File: config.mk
export PLATFORM = sky130hd
export DESIGN_NAME = mac_seq_ctrl_flat
export DESIGN_NICKNAME = d
export VERILOG_FILES = /design/src/rtl/mac_seq_ctrl_if.sv /design/src/rtl/mac_seq_ctrl.sv /design/src/flat_wrapper.sv
export SDC_FILE = /design/constraint.sdc
export NUM_CORES = 1
export LEC_CHECK = 0
export CAP_MARGIN = 20
export CORE_ASPECT_RATIO = 0.75
export CORE_MARGIN = 1.5
export CORE_UTILIZATION = 30
export DETAILED_ROUTE_END_ITERATION = 16
export PLACE_DENSITY = 0.67
export SETUP_SLACK_MARGIN = 0.15
export SYNTH_ARGS = -nofsm -noshare
export SYNTH_HDL_FRONTEND = slang
export SYNTH_SLANG_ARGS = --single-unit
File: constraint.sdc
create_clock -name clk -period 3.5 [get_ports clk]
set_input_delay 0.7 -clock clk [delete_from_list [all_inputs] [get_ports clk]]
set_output_delay 0.7 -clock clk [all_outputs]
set_load 0.01 [all_outputs]
File: src/rtl/mac_seq_ctrl_if.sv
// Operand-in and partial-sum-out valid/ready streams of the MAC sequencer.
// The master modport is the producer/consumer side, the slave modport is the controller side.
`timescale 1ns/1ps
interface mac_seq_ctrl_if #(
  parameter int DATA_BITWIDTH = 8,
  parameter int PROD_BITWIDTH = 2*DATA_BITWIDTH
);
  logic                     in_valid;
  logic                     in_ready;
  logic [DATA_BITWIDTH-1:0] in_iact;
  logic [DATA_BITWIDTH-1:0] in_wght;
  logic                     out_valid;
  logic                     out_ready;
  logic [PROD_BITWIDTH-1:0] out_psum;

  modport master (
    output in_valid, in_iact, in_wght, out_ready,
    input  in_ready, out_valid, out_psum
  );

  modport slave (
    input  in_valid, in_iact, in_wght, out_ready,
    output in_ready, out_valid, out_psum
  );
endinterface

File: src/rtl/mac_seq_ctrl.sv
// MAC sequencer: clears the accumulator, feeds one window of operand pairs, drains, presents the sum.
// Optional macro MAC_SEQ_CTRL_PERF_EN adds perf_stall_cnt (FEED cycles with in_valid low).
`timescale 1ns/1ps
module mac_seq_ctrl #(
  parameter int DATA_BITWIDTH = 8,
  parameter int PROD_BITWIDTH = 2*DATA_BITWIDTH,
  parameter int KERNEL_SIZE   = 9,
  parameter int LEN_BITWIDTH  = 8,
  parameter int MAC_LAT       = 1
) (
  input  logic                     clk,
  input  logic                     rstN,
  input  logic                     enable,
  input  logic [LEN_BITWIDTH-1:0]  cfg_len,
  mac_seq_ctrl_if.slave            io,
  output logic [DATA_BITWIDTH-1:0] mac_iact,
  output logic [DATA_BITWIDTH-1:0] mac_wght,
  output logic                     mac_clr,
  input  logic [PROD_BITWIDTH-1:0] mac_dout,
  output logic                     busy
`ifdef MAC_SEQ_CTRL_PERF_EN
  ,
  output logic [LEN_BITWIDTH-1:0]  perf_stall_cnt
`endif
);

  localparam int DRAIN_BITWIDTH = (MAC_LAT < 1) ? 1 : $clog2(MAC_LAT + 2);
  localparam logic [DRAIN_BITWIDTH-1:0] DRAIN_LAST = DRAIN_BITWIDTH'(MAC_LAT);
  localparam logic [DRAIN_BITWIDTH-1:0] DRAIN_ONE  = DRAIN_BITWIDTH'(1);
  localparam logic [LEN_BITWIDTH-1:0]   KERNEL_LEN = LEN_BITWIDTH'(KERNEL_SIZE);
  localparam logic [LEN_BITWIDTH-1:0]   LEN_ONE    = LEN_BITWIDTH'(1);

  typedef enum logic [2:0] {
    ST_IDLE  = 3'd0,
    ST_CLEAR = 3'd1,
    ST_FEED  = 3'd2,
    ST_DRAIN = 3'd3,
    ST_OUT   = 3'd4
  } state_e;

  state_e                     state_q, state_d;
  logic [LEN_BITWIDTH-1:0]    len_q, len_d;
  logic [LEN_BITWIDTH-1:0]    cnt_q, cnt_d;
  logic [DRAIN_BITWIDTH-1:0]  drain_q, drain_d;
  logic [DATA_BITWIDTH-1:0]   iact_q, iact_d;
  logic [DATA_BITWIDTH-1:0]   wght_q, wght_d;
  logic                       clr_q, clr_d;
  logic                       in_ready_q, in_ready_d;
  logic                       out_valid_q, out_valid_d;
  logic [PROD_BITWIDTH-1:0]   psum_q, psum_d;
  logic                       busy_q, busy_d;
  logic                       accept_s;

  // in_ready_q is high exactly while in FEED, so this is the FEED accept strobe
  assign accept_s = io.in_valid && in_ready_q;

  // Next-state and datapath computation; operands default to zero so idle edges add 0*0
  always_comb begin
    state_d = state_q;
    len_d   = len_q;
    cnt_d   = cnt_q;
    drain_d = drain_q;
    iact_d  = '0;
    wght_d  = '0;
    psum_d  = psum_q;
    case (state_q)
      ST_IDLE: begin
        if (enable) begin
          state_d = ST_CLEAR;
        end else begin
          state_d = ST_IDLE;
        end
      end
      ST_CLEAR: begin
        len_d   = (cfg_len == '0) ? KERNEL_LEN : cfg_len;
        cnt_d   = '0;
        drain_d = '0;
        state_d = ST_FEED;
      end
      ST_FEED: begin
        if (accept_s) begin
          iact_d = io.in_iact;
          wght_d = io.in_wght;
          cnt_d  = cnt_q + LEN_ONE;
          if (cnt_q == (len_q - LEN_ONE)) begin
            state_d = ST_DRAIN;
          end else begin
            state_d = ST_FEED;
          end
        end else begin
          state_d = ST_FEED;
        end
      end
      ST_DRAIN: begin
        if (drain_q == DRAIN_LAST) begin
          psum_d  = mac_dout;
          drain_d = '0;
          state_d = ST_OUT;
        end else begin
          drain_d = drain_q + DRAIN_ONE;
          state_d = ST_DRAIN;
        end
      end
      ST_OUT: begin
        if (out_valid_q && io.out_ready) begin
          state_d = enable ? ST_CLEAR : ST_IDLE;
        end else begin
          state_d = ST_OUT;
        end
      end
      default: begin
        state_d = ST_IDLE;
      end
    endcase

    clr_d       = (state_d == ST_CLEAR);
    in_ready_d  = (state_d == ST_FEED);
    out_valid_d = (state_d == ST_OUT);
    busy_d      = (state_d != ST_IDLE);
  end

  // Controller state and registered outputs
  always_ff @(posedge clk or negedge rstN) begin
    if (!rstN) begin
      state_q     <= ST_IDLE;
      len_q       <= '0;
      cnt_q       <= '0;
      drain_q     <= '0;
      iact_q      <= '0;
      wght_q      <= '0;
      clr_q       <= 1'b0;
      in_ready_q  <= 1'b0;
      out_valid_q <= 1'b0;
      psum_q      <= '0;
      busy_q      <= 1'b0;
    end else begin
      state_q     <= state_d;
      len_q       <= len_d;
      cnt_q       <= cnt_d;
      drain_q     <= drain_d;
      iact_q      <= iact_d;
      wght_q      <= wght_d;
      clr_q       <= clr_d;
      in_ready_q  <= in_ready_d;
      out_valid_q <= out_valid_d;
      psum_q      <= psum_d;
      busy_q      <= busy_d;
    end
  end

  assign mac_iact     = iact_q;
  assign mac_wght     = wght_q;
  assign mac_clr      = clr_q;
  assign io.in_ready  = in_ready_q;
  assign io.out_valid = out_valid_q;
  assign io.out_psum  = psum_q;
  assign busy         = busy_q;

`ifdef MAC_SEQ_CTRL_PERF_EN
  logic [LEN_BITWIDTH-1:0] stall_q, stall_d;

  // Saturating count of FEED cycles starved of input; frozen outside FEED
  always_comb begin
    stall_d = stall_q;
    if (state_q == ST_CLEAR) begin
      stall_d = '0;
    end else if ((state_q == ST_FEED) && !io.in_valid && (stall_q != '1)) begin
      stall_d = stall_q + LEN_ONE;
    end else begin
      stall_d = stall_q;
    end
  end

  // Stall counter register
  always_ff @(posedge clk or negedge rstN) begin
    if (!rstN) begin
      stall_q <= '0;
    end else begin
      stall_q <= stall_d;
    end
  end

  assign perf_stall_cnt = stall_q;
`endif

endmodule

File: src/flat_wrapper.sv
// flat-port wrapper written by rule: the top's interface ports become plain ports
module mac_seq_ctrl_flat 
#(
  parameter int DATA_BITWIDTH = 8,
  parameter int PROD_BITWIDTH = 2*DATA_BITWIDTH,
  parameter int KERNEL_SIZE   = 9,
  parameter int LEN_BITWIDTH  = 8,
  parameter int MAC_LAT       = 1
)
  (clk, rstN, enable, cfg_len, mac_iact, mac_wght, mac_clr, mac_dout, busy, io_in_valid, io_in_iact, io_in_wght, io_out_ready, io_in_ready, io_out_valid, io_out_psum);
  mac_seq_ctrl_if #(.DATA_BITWIDTH(DATA_BITWIDTH), .PROD_BITWIDTH(PROD_BITWIDTH)) io_i ();
  input  logic clk;
  input  logic rstN;
  input  logic enable;
  input  logic [LEN_BITWIDTH-1:0] cfg_len;
  output logic [DATA_BITWIDTH-1:0] mac_iact;
  output logic [DATA_BITWIDTH-1:0] mac_wght;
  output logic mac_clr;
  input  logic [PROD_BITWIDTH-1:0] mac_dout;
  output logic busy;
  input wire logic [$bits(io_i.in_valid)-1:0] io_in_valid;
  input wire logic [$bits(io_i.in_iact)-1:0] io_in_iact;
  input wire logic [$bits(io_i.in_wght)-1:0] io_in_wght;
  input wire logic [$bits(io_i.out_ready)-1:0] io_out_ready;
  output wire logic [$bits(io_i.in_ready)-1:0] io_in_ready;
  output wire logic [$bits(io_i.out_valid)-1:0] io_out_valid;
  output wire logic [$bits(io_i.out_psum)-1:0] io_out_psum;
  assign io_i.in_valid = io_in_valid;
  assign io_i.in_iact = io_in_iact;
  assign io_i.in_wght = io_in_wght;
  assign io_i.out_ready = io_out_ready;
  assign io_in_ready = io_i.in_ready;
  assign io_out_valid = io_i.out_valid;
  assign io_out_psum = io_i.out_psum;
  mac_seq_ctrl #(.DATA_BITWIDTH(DATA_BITWIDTH), .PROD_BITWIDTH(PROD_BITWIDTH), .KERNEL_SIZE(KERNEL_SIZE), .LEN_BITWIDTH(LEN_BITWIDTH), .MAC_LAT(MAC_LAT)) u_core (.clk(clk), .rstN(rstN), .enable(enable), .cfg_len(cfg_len), .io(io_i), .mac_iact(mac_iact), .mac_wght(mac_wght), .mac_clr(mac_clr), .mac_dout(mac_dout), .busy(busy));
endmodule
* After elaboration in Yosys (flattened, before gate mapping)
Index checks and enable logic that the tools add are counted.
Storage, ports and cells: output and inout port bits 36, input port bits 45, logic and storage cells 48, flip-flop bits (word level) 57
Operators by class: $add $sub $neg 3, eq/ne operators 10, mux-type cells 15, reduce and logical (&&, ||, !) cells 9
Operator list (count):
- $mux W8 | 6
- $pmux W8 S2 | 1
- $pmux W3 S5 | 1
- $eq A3 B2 Y1 const B | 3
- $add A8 B1 Y8 const B | 1
- $eq A8 B8 Y1 | 1
- $logic_not A8 Y1 | 1
- $sub A8 B1 Y8 const B | 1
- $eq A3 B1 Y1 const B | 2
- $eq A3 B3 Y1 const B | 2
- $mux W3 | 2
- $pmux W2 S2 | 1
- $reduce_and A2 Y1 | 2
- $reduce_bool A2 Y1 | 2
- $logic_not A3 Y1 | 1
- $mux W1 | 3
- $reduce_bool A3 Y1 | 1
- $add A2 B1 Y2 const B | 1
- $eq A2 B1 Y1 const B | 1
- $logic_and A1 B1 Y1 | 2
- $mux W2 | 1
- $ne A2 B1 Y1 const B | 1

* Longest topological paths before layout
depth in word-level cells 6, gate-level depth with buffers 9, depth with buffers taken out 7

* Worst setup path after synthesis
OpenSTA, ideal clock, no wires.
path type reg-to-reg, start point register u_core.len_q[0], end point register u_core.in_ready_q, in the netlist u_core.io.in_ready, arrival 1653 ps, library setup time 120 ps, setup slack 1726 ps, cell stages (with the launch flop) 10, path buffers 2, period minus slack after synthesis 1774 ps, data required time 3380 ps, cells stage by stage dfrtp_1 -> buf_2 -> inv_1 -> ha_1 -> clkbuf_2 -> nand2b_1 -> o211a_1 -> o31a_1 -> a211o_1 -> o211a_1
Between the ends: longest elaborated chain between the ends 6
Ends and longest elaborated chain:
- start, declared | line mac_seq_ctrl.sv:42 | logic [LEN_BITWIDTH-1:0] len_q, len_d;
- start signal, assigned | line mac_seq_ctrl.sv:138 | len_q <= len_d;
- $sub A8 B1 Y8 | line mac_seq_ctrl.sv:85 | if (cnt_q == (len_q - LEN_ONE)) begin
- $eq A8 B8 Y1 | line mac_seq_ctrl.sv:85
- $mux W1 | line mac_seq_ctrl.sv:85
- $mux W1 | line mac_seq_ctrl.sv:81 | if (accept_s) begin
- $pmux W3 S5 | line mac_seq_ctrl.sv:66 | case (state_q)
- $eq A3 B2 Y1 | line mac_seq_ctrl.sv:117 | in_ready_d = (state_d == ST_FEED);
- net u_core.in_ready_d | line mac_seq_ctrl.sv:48 | logic in_ready_q, in_ready_d;
- end signal, assigned | line mac_seq_ctrl.sv:144 | in_ready_q <= in_ready_d;
- end, declared | line mac_seq_ctrl.sv:48
The timed path passes the listed nets, and every way through them passes these cells. A chain may end at the register's enable or synchronous reset.

* Worst setup path after layout
start point input port io_in_valid, end point register u_core.in_ready_q, in the netlist u_core.io.in_ready
Between the ends: longest elaborated chain between the ends 4
Ends and longest elaborated chain:
- start, declared | line flat_wrapper.sv:21 | input wire logic [$bits(io_i.in_valid)-1:0] io_in_valid;
- $logic_and A1 B1 Y1 | line mac_seq_ctrl.sv:55 | assign accept_s = io.in_valid && in_ready_q;
- $mux W1 | line mac_seq_ctrl.sv:81
- $pmux W3 S5 | line mac_seq_ctrl.sv:66
- $eq A3 B2 Y1 | line mac_seq_ctrl.sv:117
- net u_core.in_ready_d | line mac_seq_ctrl.sv:48
The timed path passes the listed nets, and every way through them passes these cells.

==> results.json <==
{
  "final-setup-viol-count": 0,
  "grt_overflow_total": 0,
  "yosysWarnings": 0,
  "tns_ns": 0,
  "avgSynthCellArea_um2": 11.9,
  "ys.flop_type": "dfrtp_1",
  "rsz0062_at_grt": "no",
  "cts_root_buffer": "clkbuf_8",
  "ys_ff_latch": 57,
  "final_max_slew_viol_count": 0,
  "cp-end-kind": "register",
  "fp-row-count": 28,
  "fin_nets": 339,
  "hold_class": "primary input to async pin",
  "status": "finished, final reports clean",
  "crit_fanout": 23,
  "numCtsBuffers": 9,
  "drive_above_1_share": 0.114,
  "core-area_um2": 7950,
  "clock-sinks": 57,
  "detail_route.wl_per_cell_um": 12.7,
  "ctsLongestPathBuffers": 2,
  "yosysUniqueCellTypes": 40,
  "finalCriticalPeriod_ns": 2.01,
  "place_ws_ns": 1.16,
  "post_cts_buffers": 0,
  "syn_nets": 256,
  "post-route-period-util": 0.573,
  "grt_antenna_before_repair": 0,
  "place.gp.congestion": 0.822,
  "fin_hold_ws_ns": 0.311,
  "fmax_mhz": 499,
  "synth_most_common_cell": "dfrtp_1",
  "synth_edf_count": 0,
  "setup.worst_path.class": "primary input to register",
  "drtIter0Drc": 75,
  "relSlewSlack": 0.514,
  "die-width_um": 108,
  "drcViolationCount": 0,
  "synthCells": 209,
  "hold_buffers": 0,
  "intPower_uw": 1880,
  "p_leak_uw": 0.00156,
  "cts_tree": "yes",
  "wl_mm": 5.09,
  "htreeDepth": 3,
  "netlist_top_cells_count": "dfrtp_1 (57), and2_1 (16), nor2_1 (14)",
  "skew_ns": 0.00780,
  "start_util": 0.312,
  "via_per_inst": 4.49,
  "grt_pass1_vias": 1769,
  "pwr-share-clk": 0.236,
  "yosys-top-cells-area": "dfrtp_1 (58%), mux2_2 (5.9%), mux2_1 (4.1%)",
  "crit_arrival_ns": 2.23,
  "synth.yosys.seq_area_share": 0.576,
  "p_sw_frac": 0.324,
  "syn_area_um2": 2480,
  "maxCapViolCount": 0,
  "p_comb_frac": 0.365,
  "hpwl_mm": 3.77,
  "dr.pass1.iters": 4,
  "yosysTopAreaCellShare": 0.576,
  "start_kind": "primary input",
  "worst_pin_slew_ns": 0.728,
  "area_growth_pct": 44.3,
  "crit_required_ns": 3.72,
  "p_per_area_nw_per_um2": 778,
  "irDropWorstVdd_mv": 0.322,
  "gr-usage-all-layers": 0.129,
  "yosysTopAreaCell": "dfrtp_1",
  "seqPwrFrac": 0.400,
  "dieArea_um2": 8820,
  "worstSetupStartpoint": "io_in_valid",
  "grt_start_max_net_pins": 38,
  "timing.rr.start": "u_core.state_q[2]$_DFF_PN0_",
  "num_io_pins": 81,
  "grt_pass1_wl_mm": 8.56,
  "switchingPower_uw": 902,
  "dieHeight_um": 81.7,
  "insertedDiodeCount": 0,
  "via_count": 1806,
  "final_antenna_net_count": 0,
  "cts_resized": 0,
  "hold_viol": 0,
  "port_buffers": 80,
  "clock_latency_ns": 0.34,
  "fin_ws_ns": 1.49,
  "cts.clk_slew.worst_paths_ns": 0.07,
  "ys_async_sr_fraction": 1.00
}
==> path summary, 6_finish.rpt <==
check / to / slack, ns / cells after the start
max: u_core.io.in_ready$_DFF_PN0_ / 1.49 / 7
min: u_core.mac_wght[2]$_DFF_PN0_ / 0.31 / 1
max reg2reg: u_core.io.out_psum[2]$_DFFE_PN0P_ / 1.57 / 3
min reg2reg: u_core.io.out_psum[9]$_DFFE_PN0P_ / 0.49 / 1
max in group asynchronous: u_core.io.out_psum[10]$_DFFE_PN0P_ / 2.36 / 2
min in group clk: u_core.io.out_psum[9]$_DFFE_PN0P_ / 0.49 / 1
==> metal layers <==
layer | share of wire | vias up | track usage
met1 | 0.49 | 841 | 0.170
li1 | - | 888 | -
met3 | 0.11 | 7 | 0.0690
met4 | 0.013 | 0 | 0.0553
met5 | 0 | - | 0
met2 | 0.39 | 70 | 0.176
==> cell families after synthesis <==
family                     share of synthesized area
DFF                                            0.576
adders and majority gates                     0.0101
muxes                                          0.100
xor gates and xnor gates                      0.0495
and+or+nand+nor                                0.162
AOI/OAI and AO/OA                             0.0717
buffers and inverters                         0.0308
==> layout by cell type (no fill, tap or decap), types with 4 or more instances in the layout <==
master and count:
mux2_1 9, clkbuf_8 9, mux2_2 13, nand2_1 12, clkdlybuf4s50_1 79, and2_1 16, dfrtp_1 57, and3_1 4
xnor2_1 6, nor3_1 4, nand4_1 4, a21oi_1 7, o21ai_0 4, inv_1 6, nand2b_1 6, nor2_1 14
xor2_1 8
==> registers in the layout, indices dropped and copies added, names as in the netlist <==
name,cells
u_core.cnt_q,8
u_core.mac_clr,1
u_core.mac_wght,8
u_core.busy,1
u_core.mac_iact,8
u_core.state_q,3
u_core.io.out_psum,16
u_core.len_q,8
u_core.io.in_ready,1
u_core.drain_q,2
u_core.io.out_valid,1
==> per-stage QoR <==
step | instances | power, uW | area [um2] | util
after detailed placement | 386 | 2150 | 3370 | 0.423
after CTS | 402 | 2820 | 3580 | 0.450
after global placement | 386 | 2120 | 3370 | 0.423
final | 402 | 2780 | 3580 | 0.450
after floorplan | 209 | 1690 | 2480 | -
after global routing | 402 | 2980 | 3580 | 0.450
==> power by group through the flow <==
stage | clock, uW | combinational [uW] | sequential, uW
after floorplan | 0 | 576 | 1120
after global placement | 0 | 1010 | 1120
after detailed placement | 0 | 1030 | 1120
after CTS | 672 | 1030 | 1110
after global routing | 705 | 1120 | 1160
final | 655 | 1010 | 1110
==> cell type report <==
cell class	count	area (um2)
fill	742	4380
timing repair buffer	82	811
tap	105	131
inverter	6	22.5
sequential	57	1430
clock inverter	6	82.6
multi-input combinational	136	975
clock buffer	10	128
==> worst max-delay path: stages <==
cell,delay [ns]
clkdlybuf4s50_1,0.46
nand4b_1,0.14
nor2_1,0.12
buf_4,0.24
o2111ai_1,0.14
a211o_1,0.31
o211a_1,0.12
Note: power is estimated with default switching activity, not from simulation.
